<file path="config.mk">
export PLATFORM = sky130hd
export DESIGN_NAME = coeff_mul_pipe_flat
export DESIGN_NICKNAME = d
export VERILOG_FILES = /design/src/rtl/coeff_mul_pipe_if.sv /design/src/rtl/coeff_mul_pipe.sv /design/src/flat_wrapper.sv
export SDC_FILE = /design/constraint.sdc
export NUM_CORES = 2
export LEC_CHECK = 0
export ABC_AREA = 1
export CAP_MARGIN = 5
export CORE_UTILIZATION = 32
export CTS_CLUSTER_SIZE = 12
export DETAILED_ROUTE_END_ITERATION = 12
export GPL_ROUTABILITY_DRIVEN = 0
export GPL_TIMING_DRIVEN = 0
export SLEW_MARGIN = 20
export SYNTH_ARGS = -nofsm -noshare
export SYNTH_HDL_FRONTEND = slang
export SYNTH_SLANG_ARGS = --single-unit
</file>
<file path="constraint.sdc">
create_clock -name clk -period 4.6 [get_ports clk]
set_input_delay 0.46 -clock clk [delete_from_list [all_inputs] [get_ports clk]]
set_output_delay 0.46 -clock clk [all_outputs]
set_load 0.05 [all_outputs]
</file>
<file path="src/rtl/coeff_mul_pipe_if.sv">
// Operand/product handshake bundle for coeff_mul_pipe.
// master: the side driving operands and accepting products (testbench or host).
// slave : the multiplier itself.
interface coeff_mul_pipe_if #(
  parameter int IDX_W = 8
);
  logic signed [31:0]  A_i;
  logic signed [31:0]  B_i;
  logic                valid_i;
  logic                ready_o;
  logic signed [63:0]  P_o;
  logic                valid_o;
  logic                ready_i;
  logic                last_o;
  logic [IDX_W-1:0]    idx_o;
  logic                range_err_o;

  modport master (
    output A_i, B_i, valid_i, ready_i,
    input  ready_o, P_o, valid_o, last_o, idx_o, range_err_o
  );

  modport slave (
    input  A_i, B_i, valid_i, ready_i,
    output ready_o, P_o, valid_o, last_o, idx_o, range_err_o
  );
endinterface

</file>
<file path="src/rtl/coeff_mul_pipe.sv">
// coeff_mul_pipe: pipelined signed 32x32->64 coefficient multiplier with
// valid/ready on both sides, feeding the Montgomery reduction stage.
// Tracks the coefficient index within an N-point polynomial and tags the
// product of index N-1 with last.
// Optional feature: define RANGE_CHECK_EN to enable the sticky |A_i| >= Q
// range flag; without it range_err_o is tied low.
module coeff_mul_pipe #(
  parameter int PIPE_STAGES = 3,
  parameter int N           = 256,
  parameter int Q           = 8380417
) (
  input logic             clk,
  input logic             rst_n,
  coeff_mul_pipe_if.slave bus
);

  localparam int DATA_W = 32;
  localparam int COEF_W = 32;
  localparam int PROD_W = DATA_W + COEF_W;
  localparam int IDX_W  = $clog2(N);
  localparam int LAST   = PIPE_STAGES - 1;

  if (PIPE_STAGES < 1 || PIPE_STAGES > 4 || N < 2 || Q < 2) begin : g_bad_param
    $error("coeff_mul_pipe: illegal parameter combination");
  end

  logic signed [PROD_W-1:0] prod_p  [PIPE_STAGES];
  logic signed [PROD_W-1:0] prod_nx [PIPE_STAGES];
  logic [PIPE_STAGES-1:0]   vld_p;
  logic [PIPE_STAGES-1:0]   last_p;
  logic [PIPE_STAGES-1:0]   vld_nx;
  logic [PIPE_STAGES-1:0]   last_nx;
  logic [PIPE_STAGES-1:0]   free;
  logic                     accept;
  logic                     idx_wrap;
  logic [IDX_W-1:0]         idx_q;

  // A stage may load when it is empty or its content moves on; walk from the output back.
  always_comb begin : free_chain
    logic f;
    free = '0;
    f = !vld_p[LAST] || bus.ready_i;
    for (int k = LAST; k >= 0; k--) begin
      if (k != LAST) f = !vld_p[k] || f;
      free[k] = f;
    end
  end

  assign accept   = bus.valid_i && free[0];
  assign idx_wrap = (idx_q == IDX_W'(N - 1));

  // Stage inputs: stage 0 takes the fresh product, later stages take their predecessor.
  always_comb begin
    vld_nx     = '0;
    last_nx    = '0;
    vld_nx[0]  = accept;
    last_nx[0] = idx_wrap;
    prod_nx[0] = PROD_W'(bus.A_i) * PROD_W'(bus.B_i);
    for (int k = 1; k < PIPE_STAGES; k++) begin
      vld_nx[k]  = vld_p[k-1];
      last_nx[k] = last_p[k-1];
      prod_nx[k] = prod_p[k-1];
    end
  end

  // ---- stage boundaries: valid/last control for every stage ----
  always_ff @(posedge clk or negedge rst_n) begin
    if (!rst_n) begin
      vld_p  <= '0;
      last_p <= '0;
    end else begin
      for (int k = 0; k < PIPE_STAGES; k++) begin
        if (free[k]) begin
          vld_p[k]  <= vld_nx[k];
          last_p[k] <= last_nx[k];
        end
      end
    end
  end

  for (genvar k = 0; k < PIPE_STAGES; k++) begin : g_stage
    logic signed [PROD_W-1:0] prod_q;
    if (k == LAST) begin : g_out
      // Output-stage product; cleared on reset so P_o reads 0 while idle after reset.
      always_ff @(posedge clk or negedge rst_n) begin
        if (!rst_n)                      prod_q <= '0;
        else if (free[k] && vld_nx[k])   prod_q <= prod_nx[k];
      end
    end else begin : g_mid
      // Inner-stage product; only loaded with valid data, never reset.
      always_ff @(posedge clk) begin
        if (free[k] && vld_nx[k]) prod_q <= prod_nx[k];
      end
    end
    assign prod_p[k] = prod_q;
  end

  // Coefficient index of the next accepted pair, wrapping at N.
  always_ff @(posedge clk or negedge rst_n) begin
    if (!rst_n)      idx_q <= '0;
    else if (accept) idx_q <= idx_wrap ? '0 : idx_q + IDX_W'(1);
  end

`ifdef RANGE_CHECK_EN
  localparam logic signed [DATA_W-1:0] Q_S = DATA_W'(Q);
  logic range_err_q;

  // Sticky flag for any accepted coefficient outside (-Q, Q); data is not altered.
  always_ff @(posedge clk or negedge rst_n) begin
    if (!rst_n) range_err_q <= 1'b0;
    else if (accept && (bus.A_i <= -Q_S || bus.A_i >= Q_S)) range_err_q <= 1'b1;
  end

  assign bus.range_err_o = range_err_q;
`else
  assign bus.range_err_o = 1'b0;
`endif

  assign bus.ready_o = free[0];
  assign bus.P_o     = prod_p[LAST];
  assign bus.valid_o = vld_p[LAST];
  assign bus.last_o  = last_p[LAST];
  assign bus.idx_o   = idx_q;

endmodule

</file>
<file path="src/flat_wrapper.sv">
// flat-port wrapper written by rule: the top's interface ports become plain ports
module coeff_mul_pipe_flat 
#(
  parameter int PIPE_STAGES = 3,
  parameter int N           = 256,
  parameter int Q           = 8380417
)
  (clk, rst_n, bus_A_i, bus_B_i, bus_valid_i, bus_ready_i, bus_ready_o, bus_P_o, bus_valid_o, bus_last_o, bus_idx_o, bus_range_err_o);
  coeff_mul_pipe_if #(.IDX_W(($clog2(N)))) bus_i ();
  input logic clk;
  input logic rst_n;
  input wire logic [$bits(bus_i.A_i)-1:0] bus_A_i;
  input wire logic [$bits(bus_i.B_i)-1:0] bus_B_i;
  input wire logic [$bits(bus_i.valid_i)-1:0] bus_valid_i;
  input wire logic [$bits(bus_i.ready_i)-1:0] bus_ready_i;
  output wire logic [$bits(bus_i.ready_o)-1:0] bus_ready_o;
  output wire logic [$bits(bus_i.P_o)-1:0] bus_P_o;
  output wire logic [$bits(bus_i.valid_o)-1:0] bus_valid_o;
  output wire logic [$bits(bus_i.last_o)-1:0] bus_last_o;
  output wire logic [$bits(bus_i.idx_o)-1:0] bus_idx_o;
  output wire logic [$bits(bus_i.range_err_o)-1:0] bus_range_err_o;
  assign bus_i.A_i = bus_A_i;
  assign bus_i.B_i = bus_B_i;
  assign bus_i.valid_i = bus_valid_i;
  assign bus_i.ready_i = bus_ready_i;
  assign bus_ready_o = bus_i.ready_o;
  assign bus_P_o = bus_i.P_o;
  assign bus_valid_o = bus_i.valid_o;
  assign bus_last_o = bus_i.last_o;
  assign bus_idx_o = bus_i.idx_o;
  assign bus_range_err_o = bus_i.range_err_o;
  coeff_mul_pipe #(.PIPE_STAGES(PIPE_STAGES), .N(N), .Q(Q)) u_core (.clk(clk), .rst_n(rst_n), .bus(bus_i));
endmodule
</file>
==> out/metrics.yaml <==
sta:
  slew_headroom_pct: 51.2
  finClkSkew_ns: 0.0103
  rsz0062_at_grt: "yes"
  maxSlewViolCount: 0
  setup_tns_ns: -93.06
  setup_ws_ns: -2.34
  worst_pin_slew_ns: 0.730
  fmax_mhz: 144
  period_share_pct: 151
  final-setup-viol-count: 55
  hold_viol_final: 0
  fin_crit_ns: 6.94
clocking:
  h-tree-depth: 1
  cts_tree: "yes"
  clockBufferDepth: 3
  clk_latency_ns: 0.51
  cts_num_sinks: 206
  clk_pin_slew_ns: 0.06
  numCtsBuffers: 22
  root_buffer: "clkbuf_16"
yosys:
  netlist_instances: 5353
  synth_flop_cell: "edfxtp_1"
  ys_ff_latch: 206
  synth.distinct_cells: 37
  synth_edf_count: 128
  async_reset_ff_share_pct: 37.9
  yosysWarningCount: 0
  avgSynthCellArea_um2: 8.53
  synth_seq_area_share_pct: 12.7
  syn_area_um2: 45700
  syn_nets: 6688
finish:
  nFillCells: 13600
  final_cell_mix: "inv_1 (1,548), nand2_1 (1,244), fa_1 (969), buf_4 (171), nand2_2 (143)"
  final_common_cell: "inv_1"
  fin_nets: 7083
  area_delta_synth_final_pct: 29.7
  finalInstanceArea_um2: 59200
  drive_above_1_share_pct: 24.2
global_routing:
  antenna_found_initial: 8
  grt-ovfl-total: 0
  first_global_vias: 39700
  grt_max_degree: 54
  grt_pass1_wl_um: 253000
  gr-usage-all-layers_pct: 23.9
critical_path:
  cp.required_ns: 4.87
  critPathKind: "in -> reg"
  r2r_start: "u_core.vld_p[2]"
  max_stage_delay_ns: 0.64
  critPathLaunchType: "primary input"
  crit_start: "bus_B_i[0]"
  critPathMaxFanout: 10
  cp_slowest_cell: "fa_2"
  critPathArrivalTime_ns: 7.21
  crit_path_end_kind: "flip-flop"
  cp_common_cell: "fa_1"
  worst-r2r-setup-slack_ns: 2.78
  r2r_end: "u_core.bus.P_o[44]"
  reg2reg_depth: 4
  crit_end: "u_core.g_stage[0].prod_q[61]"
floorplan:
  io_pins: 144
  row_count: 138
  start_util_pct: 32.3
  die_y_um: 380
  dieWidth_um: 380
  core_um2: 142000
  die_area_um2: 144000
route:
  vias: 37300
  viasPerCell: 4.87
  firstDrtPassIters: 6
  wl_um: 172000
  ant_nets: 0
  drc_errors: 0
  drt_iter0_markers: 3513
  wl_per_cell_um: 22.4
placed_design:
  place_area_um2: 51800
  dp_hpwl_um: 136000
  numPortBuffers: 142
status:
  status: "finished with violations"
  violations: "negative setup slack"
job:
  max_cap_violations: 0
hold_path:
  min-delay-path-class: "in -> async"
==> sequential cells by signal (all words and copies together), names as in the netlist <==
signal                 cells
u_core.last_p              3
u_core.vld_p               3
u_core.bus.idx_o           8
u_core.bus.P_o            64
u_core.g_stage.prod_q    128
==> metrics by stage <==
step	setup slack (ns)	util, %	instances	hold WS (ns)
floorplan	-2.41	-	5353	0.164
detailed placement	-4.51	36.6	7388	0.405
global placement	-4.48	36.5	7385	0.404
finish	-2.34	41.8	7657	0.409
CTS	-2.24	40.5	7577	0.404
global route	-2.53	41.8	7654	0.412
==> cells by family after synthesis <==
group           share of synthesized area, %
buf+inv                                 15.6
fa+ha+maj                               52.5
simple gates                            15.4
flops                                   12.7
other cells                          0.00821
xor+xnor                               0.767
compound gates                          1.41
mux                                     1.60
==> Yosys cell counts (all sizes together) (3+ instances only) <==
cell type,number,share of area [%]
nand2,1490,12
nor2,142,1.3
nor4,5,0.082
nor3,18,0.28
nand3b,5,0.082
buf,7,0.082
a21o,3,0.049
dfrtp,78,4.3
xnor2,3,0.058
fa,1082,47
o21bai,13,0.21
a21oi,77,0.86
edfxtp,128,8.4
o21ai,24,0.27
or2,7,0.096
nand4,14,0.19
inv,1694,14
ha,185,5.1
xor2,37,0.71
mux2,65,1.6
clkbuf,192,1.6
nand3,80,0.95
==> cell type report <==
class | count | area [um2] | share of cell area (%)
inverters | 1694 | 6390 | 10.8
multi-input cells | 3254 | 36500 | 61.6
clock inverters | 5 | 45.0 | 0.0761
diodes | 3 | 7.51 | 0.0127
well taps | 1890 | 2360 | 3.99
repair buffers | 371 | 3740 | 6.32
clock buffers | 35 | 599 | 1.01
flip-flops and latches | 206 | 5800 | 9.79
plain buffers | 199 | 3820 | 6.46
==> worst min path at each step <==
stage	end
2_1_floorplan	u_core.bus.P_o[0]
3_3_place_gp	u_core.g_stage[1].prod_q[27]
3_5_place_dp	u_core.g_stage[1].prod_q[8]
4_1_cts	u_core.bus.idx_o[2]
5_1_grt	u_core.g_stage[1].prod_q[2]
6_report	u_core.bus.idx_o[2]
==> worst max-delay path: cells and delay by family <==
kind                     cells  cell delay (ns)
AND/OR/NAND/NOR              9             1.01
adder cells (fa/ha/maj)      9             4.23
buffers and inverters       11             1.48
==> metal layers <==
| layer | vias to the layer above | global-route usage, % | wire length [um] |
|---|---|---|---|
| met5 | - | 0 | 39 |
| met4 | 6 | 14.3 | 13800 |
| li1 | 15700 | - | - |
| met2 | 2169 | 37.6 | 76400 |
| met1 | 18800 | 29.5 | 62100 |
| met3 | 617 | 6.06 | 19300 |
==> timing repair <==
item	in CTS	in global routing
pin swaps	254	285
hold buffers	1	0
resized for setup	1195	360
gates cloned	2	2
buffers inserted	146	81
hold endpoints to repair	25	0
endpoints found under the setup margin	58	56
Power is not shown: default switching activity piles up to over one toggle a cycle in this logic, so the estimate is an artifact.
